`src/rtl/div_sqrt_mvp_arbiter.sv`:
```
// rtl/div_sqrt_mvp_arbiter.sv - round-robin arbiter sharing one div_sqrt_mvp unit between NUM_REQ requesters
module div_sqrt_mvp_arbiter #(
  parameter int NUM_REQ = 4,
  parameter int IDX_W   = $clog2(NUM_REQ)
) (
  input  logic                     Clk_CI,
  input  logic                     Rst_RI,
  input  logic [NUM_REQ-1:0]       Req_valid_SI,
  output logic [NUM_REQ-1:0]       Req_ready_SO,
  input  logic [NUM_REQ-1:0]       Req_sqrt_SI,
  input  logic [NUM_REQ-1:0][63:0] Req_a_DI,
  input  logic [NUM_REQ-1:0][63:0] Req_b_DI,
  input  logic [NUM_REQ-1:0][2:0]  Req_rm_SI,
  input  logic [NUM_REQ-1:0][5:0]  Req_pc_SI,
  input  logic [NUM_REQ-1:0][1:0]  Req_fmt_SI,
  input  logic [NUM_REQ-1:0]       Req_kill_SI,
  output logic [NUM_REQ-1:0]       Rsp_valid_SO,
  input  logic [NUM_REQ-1:0]       Rsp_ready_SI,
  output logic [63:0]              Rsp_result_DO,
  output logic [4:0]               Rsp_fflags_SO,
  output logic                     Div_start_SO,
  output logic                     Sqrt_start_SO,
  output logic [63:0]              Operand_a_DO,
  output logic [63:0]              Operand_b_DO,
  output logic [2:0]               RM_SO,
  output logic [5:0]               Precision_ctl_SO,
  output logic [1:0]               Format_sel_SO,
  output logic                     Kill_SO,
  input  logic [63:0]              Result_DI,
  input  logic [4:0]               Fflags_SI,
  input  logic                     Ready_SI,
  input  logic                     Done_SI
);

  localparam int KW = IDX_W + 1;

  typedef enum logic [1:0] {IDLE, ISSUE, BUSY, RESP} state_t;

  state_t           State_SP;
  logic [IDX_W-1:0] Own_D;
  logic [IDX_W-1:0] Ptr_D;
  logic             Sqrt_SP;

  logic [IDX_W-1:0] Grant_idx_D;
  logic             Found_S;
  logic [KW-1:0]    Cand_D;
  logic             Grant_S;
  logic             Kill_own_S;
  logic [IDX_W-1:0] Own_next_D;

  // Cyclic search starting at the pointer; the extra bit keeps Ptr+i from overflowing before the wrap.
  always_comb begin
    Grant_idx_D = '0;
    Found_S     = 1'b0;
    Cand_D      = '0;
    for (int i = 0; i < NUM_REQ; i++) begin
      Cand_D = {1'b0, Ptr_D} + KW'(i);
      if (Cand_D >= KW'(NUM_REQ)) Cand_D = Cand_D - KW'(NUM_REQ);
      if (!Found_S && Req_valid_SI[Cand_D[IDX_W-1:0]]) begin
        Found_S     = 1'b1;
        Grant_idx_D = Cand_D[IDX_W-1:0];
      end
    end
  end

  assign Grant_S    = (State_SP == IDLE) && Found_S && Ready_SI && !Rst_RI;
  assign Kill_own_S = Req_kill_SI[Own_D];
  assign Own_next_D = (Own_D == IDX_W'(NUM_REQ - 1)) ? '0 : Own_D + IDX_W'(1);

  always_comb begin
    Req_ready_SO = '0;
    Rsp_valid_SO = '0;
    if (Grant_S) Req_ready_SO[Grant_idx_D] = 1'b1;
    if (State_SP == RESP) Rsp_valid_SO[Own_D] = 1'b1;
  end

  // An owner kill arriving in ISSUE swallows the start pulse of that same cycle.
  assign Div_start_SO  = (State_SP == ISSUE) && !Sqrt_SP && !Kill_own_S;
  assign Sqrt_start_SO = (State_SP == ISSUE) &&  Sqrt_SP && !Kill_own_S;

  always_ff @(posedge Clk_CI or posedge Rst_RI) begin
    if (Rst_RI) begin
      State_SP         <= IDLE;
      Own_D            <= '0;
      Ptr_D            <= '0;
      Sqrt_SP          <= 1'b0;
      Operand_a_DO     <= '0;
      Operand_b_DO     <= '0;
      RM_SO            <= '0;
      Precision_ctl_SO <= '0;
      Format_sel_SO    <= '0;
      Rsp_result_DO    <= '0;
      Rsp_fflags_SO    <= '0;
      Kill_SO          <= 1'b0;
    end else begin
      Kill_SO <= 1'b0;
      case (State_SP)
        IDLE: begin
          if (Grant_S) begin
            State_SP         <= ISSUE;
            Own_D            <= Grant_idx_D;
            Sqrt_SP          <= Req_sqrt_SI[Grant_idx_D];
            Operand_a_DO     <= Req_a_DI[Grant_idx_D];
            Operand_b_DO     <= Req_b_DI[Grant_idx_D];
            RM_SO            <= Req_rm_SI[Grant_idx_D];
            Precision_ctl_SO <= Req_pc_SI[Grant_idx_D];
            Format_sel_SO    <= Req_fmt_SI[Grant_idx_D];
          end
        end
        ISSUE: begin
          if (Kill_own_S) begin
            State_SP <= IDLE;
            Kill_SO  <= 1'b1;
            Ptr_D    <= Own_next_D;
          end else begin
            State_SP <= BUSY;
          end
        end
        BUSY: begin
          if (Kill_own_S) begin
            State_SP <= IDLE;
            Kill_SO  <= 1'b1;
            Ptr_D    <= Own_next_D;
          end else if (Done_SI) begin
            State_SP      <= RESP;
            Rsp_result_DO <= Result_DI;
            Rsp_fflags_SO <= Fflags_SI;
          end
        end
        RESP: begin
          if (Kill_own_S || Rsp_ready_SI[Own_D]) begin
            State_SP <= IDLE;
            Ptr_D    <= Own_next_D;
          end
        end
        default: State_SP <= IDLE;
      endcase
    end
  end

endmodule

```
`config.mk`:
```
export PLATFORM = sky130hd
export DESIGN_NAME = div_sqrt_mvp_arbiter
export DESIGN_NICKNAME = d
export VERILOG_FILES = /design/src/rtl/div_sqrt_mvp_arbiter.sv
export SDC_FILE = /design/constraint.sdc
export NUM_CORES = 1
export LEC_CHECK = 0
export BUFFER_PORTS_ARGS = -buffer_cell sky130_fd_sc_hd__buf_4
export CORE_AREA = 5 5 333 335
export CTS_CLUSTER_DIAMETER = 60
export DETAILED_ROUTE_END_ITERATION = 8
export DIE_AREA = 0 0 338 340
export GPL_TIMING_DRIVEN = 0
export PLACE_DENSITY = 0.43
export SLEW_MARGIN = 20
export SYNTH_ARGS = -nofsm -noshare
export SYNTH_HDL_FRONTEND = slang
export SYNTH_SLANG_ARGS = --single-unit
```
`constraint.sdc`:
```
create_clock -name Clk_CI -period 10.5 [get_ports Clk_CI]
set_input_delay 1.575 -clock Clk_CI [delete_from_list [all_inputs] [get_ports Clk_CI]]
set_output_delay 1.575 -clock Clk_CI [all_outputs]
set_load 0.01 [all_outputs]
```
# Yosys cells after proc, flatten, opt, wreduce, memory -nomap -nowiden
# Cells that the tools add are included.
# word_totals
output_inout_bits,219
wordCells,121
inputBits,645
reg_bits,216
# classes
magnitude_cmp,12
eq_ne,8
n_reduce_logical,26
addsub,8
mux,54
bitwise_logic,1
# ops
op,n
binary-select mux 64 bit (select 2 bit),2
two-way mux 64 bit,2
two-way mux 2 bit,17
< comparator 2 x 3 -> 1 bit (second input constant),6
two-way mux 1 bit,15
binary-select mux 1 bit (select 2 bit),7
binary-select mux 6 bit (select 2 bit),1
logical AND 1 bit,12
greater-or-equal comparator 3 bit (second input constant),3
AND reduction 3 bit,3
two-way mux 4 bit,2
one-hot mux 2 bit (4 select lines),1
subtractor 2 x 1 -> 2 bit (second input constant),4
adder 2 x 2 -> 3 bit (second input constant),2
binary-select mux 3 bit (select 2 bit),1
== test 2 bit (second input constant),3
zero test 1 bit,6
two-way mux 6 bit,1
binary-select mux 2 bit (select 2 bit),1
demux 1 bit (select 2 bit),2
greater-or-equal comparator 2 x 1 -> 1 bit (second input constant),2
!= test 2 x 1 -> 1 bit (second input constant),2
one-hot mux 2 bit (2 select lines),1
adder 2 x 1 -> 3 bit (second input constant),1
12 further kinds,12

# Depth between registers and ports, before layout
# depth
word_depth,19
ltp_mapped,9
depth_no_buf,6

# Worst setup path after synthesis
# No wires, ideal clock.
# synth_path
path_type,input port to output port
from,input Rst_RI
to,output Req_ready_SO[2]
required_ns,8.925
path_buffers,2
arrival_time_ns,7.545
slack_ns,1.380
path_stages,6
path_cell_list,inv_1 > and3_4 > nand2_1 > buf_2 > buf_2 > nor3_1
# synth_between
elab_chain_len,3
# synth_lines
item,line,text
start: declaration,7,"input logic Rst_RI,"
zero test 1 bit (no source line),-,
logical AND 1 bit,66,assign Grant_S = (State_SP == IDLE) && Found_S && Ready_SI && !Rst_RI;
two-way mux 4 bit,73,if (Grant_S) Req_ready_SO[Grant_idx_D] = 1'b1;
end: declaration,9,"output logic [NUM_REQ-1:0] Req_ready_SO,"
# No other way between the ends.

# Final worst setup path
# layout_path
from,input Req_valid_SI[2]
to,output Req_ready_SO[2]
# layout_between
elab_chain_len,17
elab_cells_between_ends,31
cone_classes,2 x order compare; 19 x mux; 10 x reduce/logical
# layout_lines
item,line,text
start: declaration,8,"input logic [NUM_REQ-1:0] Req_valid_SI,"
binary-select mux 1 bit (select 2 bit),59,if (!Found_S && Req_valid_SI[Cand_D[IDX_W-1:0]]) begin
two-way mux 1 bit (not written as such),59,
two-way mux 1 bit,59,
zero test 1 bit,59,
logical AND 1 bit,59,
two-way mux 1 bit,59,
zero test 1 bit,59,
logical AND 1 bit,59,
two-way mux 1 bit,59,
zero test 1 bit,59,
logical AND 1 bit,59,
two-way mux 2 bit,59,
< comparator 2 x 3 -> 1 bit (not written as such) or greater-or-equal comparator 2 x 1 -> 1 bit (tied branches),73,
logical AND 1 bit (not written as such),73,
two-way mux 1 bit (not written as such),73,
demux 1 bit (select 2 bit),73,
two-way mux 4 bit (*),73,
# Every way passes the cells marked *; elsewhere a longest branch is shown, timed or not. The select of a mux whose other input is x is not followed.

==> impl_results.md <==
* Status: complete, no violations
* Number of flops mapped to enable cells by yosys at 0
* Required time at the worst-slack endpoint at 8930 ps
* Antenna violations before repair at 14
* Max_cap viols at 0
* Vias in the first global route at 15,900
* Syn Std Cell Area at 12,200 um^2
* Fraction of the cycle the final worst path needs at 56.0%
* Number of gates resized after cts at 0
* Average footprint of a synthesized cell at 10.0 um^2
* Critical path arrival at 4300 ps
* Element type at the critical path start: input port
* Worst skew pair latency at 590 ps
* Ratio of cells with drive above 1 in the final layout at 48.8%
* Total number of clock tree sinks at 216
* Placed instance count at 3,505
* Final standard cell count with taps included and fillers excluded at 3,585
* Maximum number of pins on one net before global-route repair at 80
* Highest-count cells in the layout ignoring fill and taps: sky130_fd_sc_hd__buf_4 (861), sky130_fd_sc_hd__dfrtp_1 (216), sky130_fd_sc_hd__a21oi_1 (147), sky130_fd_sc_hd__o21ai_0 (145)
* Async set-reset flop share out of synthesis at 100%
* Width of the die at 338 um
* Cell type with the highest aggregate area in the netlist: sky130_fd_sc_hd__dfrtp_1
* First-pass detailed-route iteration total at 6
* Cell occurring most often along the worst timing path: sky130_fd_sc_hd__buf_2
* Master of the slowest instance on the critical path: sky130_fd_sc_hd__buf_2
* Top cells by area, synth: sky130_fd_sc_hd__dfrtp_1 (44%), sky130_fd_sc_hd__a221o_1 (11%), sky130_fd_sc_hd__o22a_1 (10%)
* Main synth FF type: sky130_fd_sc_hd__dfrtp_1
* Yosys cell types at 40
* Number of setup violations in the final report at 0
* Detail-routed net length per standard cell at 28.3 um
* CP max stage delay at 720 ps
* Final hold viol count at 0
* DR WL met2 at 47.6 mm
* Highest clock rate at 170 MHz
* Type of the tightest min-delay check: reg2reg
* Maximum level of the CTS H-tree at 2
* Instance area at placement at 20,600 um^2
* Headroom to the max-slew limit at 21.6%
* Portion of synthesized cell area occupied by the leading cell type at 44.2%
* Initial drt markers at 925
* Highest metal layer with signal wires: met5
* Total power after layout at 6.03 mW
* Die Ht at 340 um
* First-pass GRT wire length at 133 mm
* Number of warnings reported in the yosys synthesis log at 0
* Count of input and output buffers at 861
* Final wirelength at 101 mm
* Cell at the root of the clock tree: sky130_fd_sc_hd__clkbuf_16
* Site Rows at 121
* Number of buffers added for setup after CTS at 0
* Clock Pin Slew Worst Setup and Hold Paths at 50 ps
* Fin Hold WS at 486 ps
* Final number of max-transition violations at 0
* Flip-flop and latch count after synthesis at 216
* Cell leakage power at 9.64 nW
* Detail Route met3 WL at 9.80 mm
* Area inside the core boundary at 108,000 um^2
* Critical Path Sink Type: primary output
* Maximum clock skew at final layout at 20.5 ps
* Largest driver fanout on the critical path at 10
* Post-Syn Instances at 1,223
* CTS tree: done
* Fillcell total at 12,100
* Fin nets at 2,786
* Maximum count of clock buffers along a single path at 3
* Routed vias at 15,100
* GRT Util Overall at 16.6%
* Number of remaining DRC errors at 0
* Worst Tran Pin Value at 1180 ps
* Cts bufs inserted at 40
* Worst Path Class, Setup: in2out
* Final core utilization at 20.5%
* Unrepaired setup endpoints after global routing: false
* DP HPWL at 82.9 mm
* Hold-fix buffer count after cts at 0
* Post-route ant nets at 0
* Gr ovfl total at 0
* Worst path cell trace: buf_2, nor2b_1, a211o_1, buf_2, buf_2, clkbuf_1, nand2_1, nor3_1, buf_4
* Maximum vdd drop at 0.104 mV
* Area growth from synthesis to final layout at 80.3%
* Metal-1 WL at 41.1 mm
* Final Wtd Congestion at 0.880
* Starting utilization of the core area at 11.3%
* Avg Vias per Cell at 4.21
* Overall die area at 115,000 um^2
* Most frequent standard cell in the layout excluding fill and tap cells: sky130_fd_sc_hd__buf_4
* Sequential-to-total area share from yosys stat at 44.2%
* Number of placed I/O pins at 864
* Post-synth net total at 1,876
* Final cell area excluding filler cells at 22,100 um^2
* Fin crit period at 5880 ps
* Power density over cell area at 273 nW/um^2
-- worst max-delay path, delay by kind of cell --
family / cells / cell delay (ps)
AOI/OAI and AO/OA: 1 / 160
buffers and inverters: 5 / 1870
and+or+nand+nor: 3 / 680
-- Yosys cell counts, drive strengths merged (2+ instances only) --
| cell type | n |
|---|---|
| nor2b | 5 |
| a221o | 140 |
| and3 | 4 |
| buf | 57 |
| mux4 | 2 |
| dfrtp | 216 |
| nand2 | 7 |
| a22o | 2 |
| clkbuf | 95 |
| nor3 | 5 |
| o2bb2ai | 2 |
| nor2 | 5 |
| mux2 | 70 |
| and2 | 6 |
| ha | 8 |
| o21ai | 147 |
| nand2b | 3 |
| o22a | 140 |
| nand3 | 140 |
| a21oi | 147 |
| inv | 9 |
-- per-layer routing --
| layer | vias to the layer above | GRT usage, % |
|---|---|---|
| li1 | 6680 | - |
| met1 | 7501 | 20.4 |
| met2 | 776 | 27.5 |
| met3 | 125 | 5.81 |
| met4 | 6 | 4.81 |
| met5 | - | 0 |
-- cell type report --
cell class              count  area (um^2)  share of cell area [%]
diodes                      8         20.0                  0.0908
flip-flops and latches    216         5410                    24.5
clock buffers              53         1090                    4.94
well taps                1414         1770                    8.02
inverters                   9         41.3                   0.187
plain buffers             152          732                    3.32
repair buffers            868         6620                    30.0
multi-input cells         846         6080                    27.6
clock inverters            19          298                    1.35
-- logic make-up (layout without fill, tap and decap cells) --
| family | count (synthesis) | count (layout) | synth area share [%] |
|---|---|---|---|
| AND/OR/NAND/NOR | 179 | 179 | 7.51 |
| adder cells (fa/ha/maj) | 8 | 8 | 0.818 |
| flip-flops | 216 | 216 | 44.2 |
| AO/OA/AOI/OAI | 586 | 586 | 34.4 |
| multiplexers | 73 | 73 | 6.89 |
| buffers and inverters | 161 | 1101 | 6.21 |
| other | 0 | 8 | 0 |
-- path summary, 6_finish.rpt --
| kind | start | end | slack [ps] | depth (start not counted) |
|---|---|---|---|---|
| min reg2reg | Rsp_result_DO[58] | Rsp_result_DO[58] | 490 | 1 |
| min in group asynchronous | Rst_RI | Rsp_result_DO[39] | 1050 | 2 |
| max reg2reg | Ptr_D[1] | Operand_a_DO[3] | 7140 | 8 |
| max | Req_valid_SI[2] | Req_ready_SO[2] | 4620 | 9 |
| min | Rsp_result_DO[58] | Rsp_result_DO[58] | 490 | 1 |
| max in group asynchronous | Rst_RI | Operand_b_DO[41] | 8470 | 3 |
-- registers in the layout (all words and copies together), names as in the netlist --
signal            cells
Format_sel_SO         2
Kill_SO               1
Operand_a_DO         64
Operand_b_DO         64
Own_D                 2
Precision_ctl_SO      6
Ptr_D                 2
RM_SO                 3
Rsp_fflags_SO         5
Rsp_result_DO        64
Sqrt_SP               1
State_SP              2
-- power by group --
part           switching (mW)  total [mW]  internal, mW  leakage (nW)
logic                    1.78        3.13          1.34          6.47
clock network           0.528        1.39         0.864         0.655
registers               0.270        1.51          1.25          2.51
total                    2.58        6.03          3.45          9.64
-- metrics by stage --
step / worst slack, ps / setup TNS [ps]
global placement: -2570 / -424210
detailed placement: 4680 / 0
finish: 4620 / 0
floorplan: 1380 / 0
global route: 4490 / 0
CTS: 4670 / 0
(Power assumes the default switching activity.)
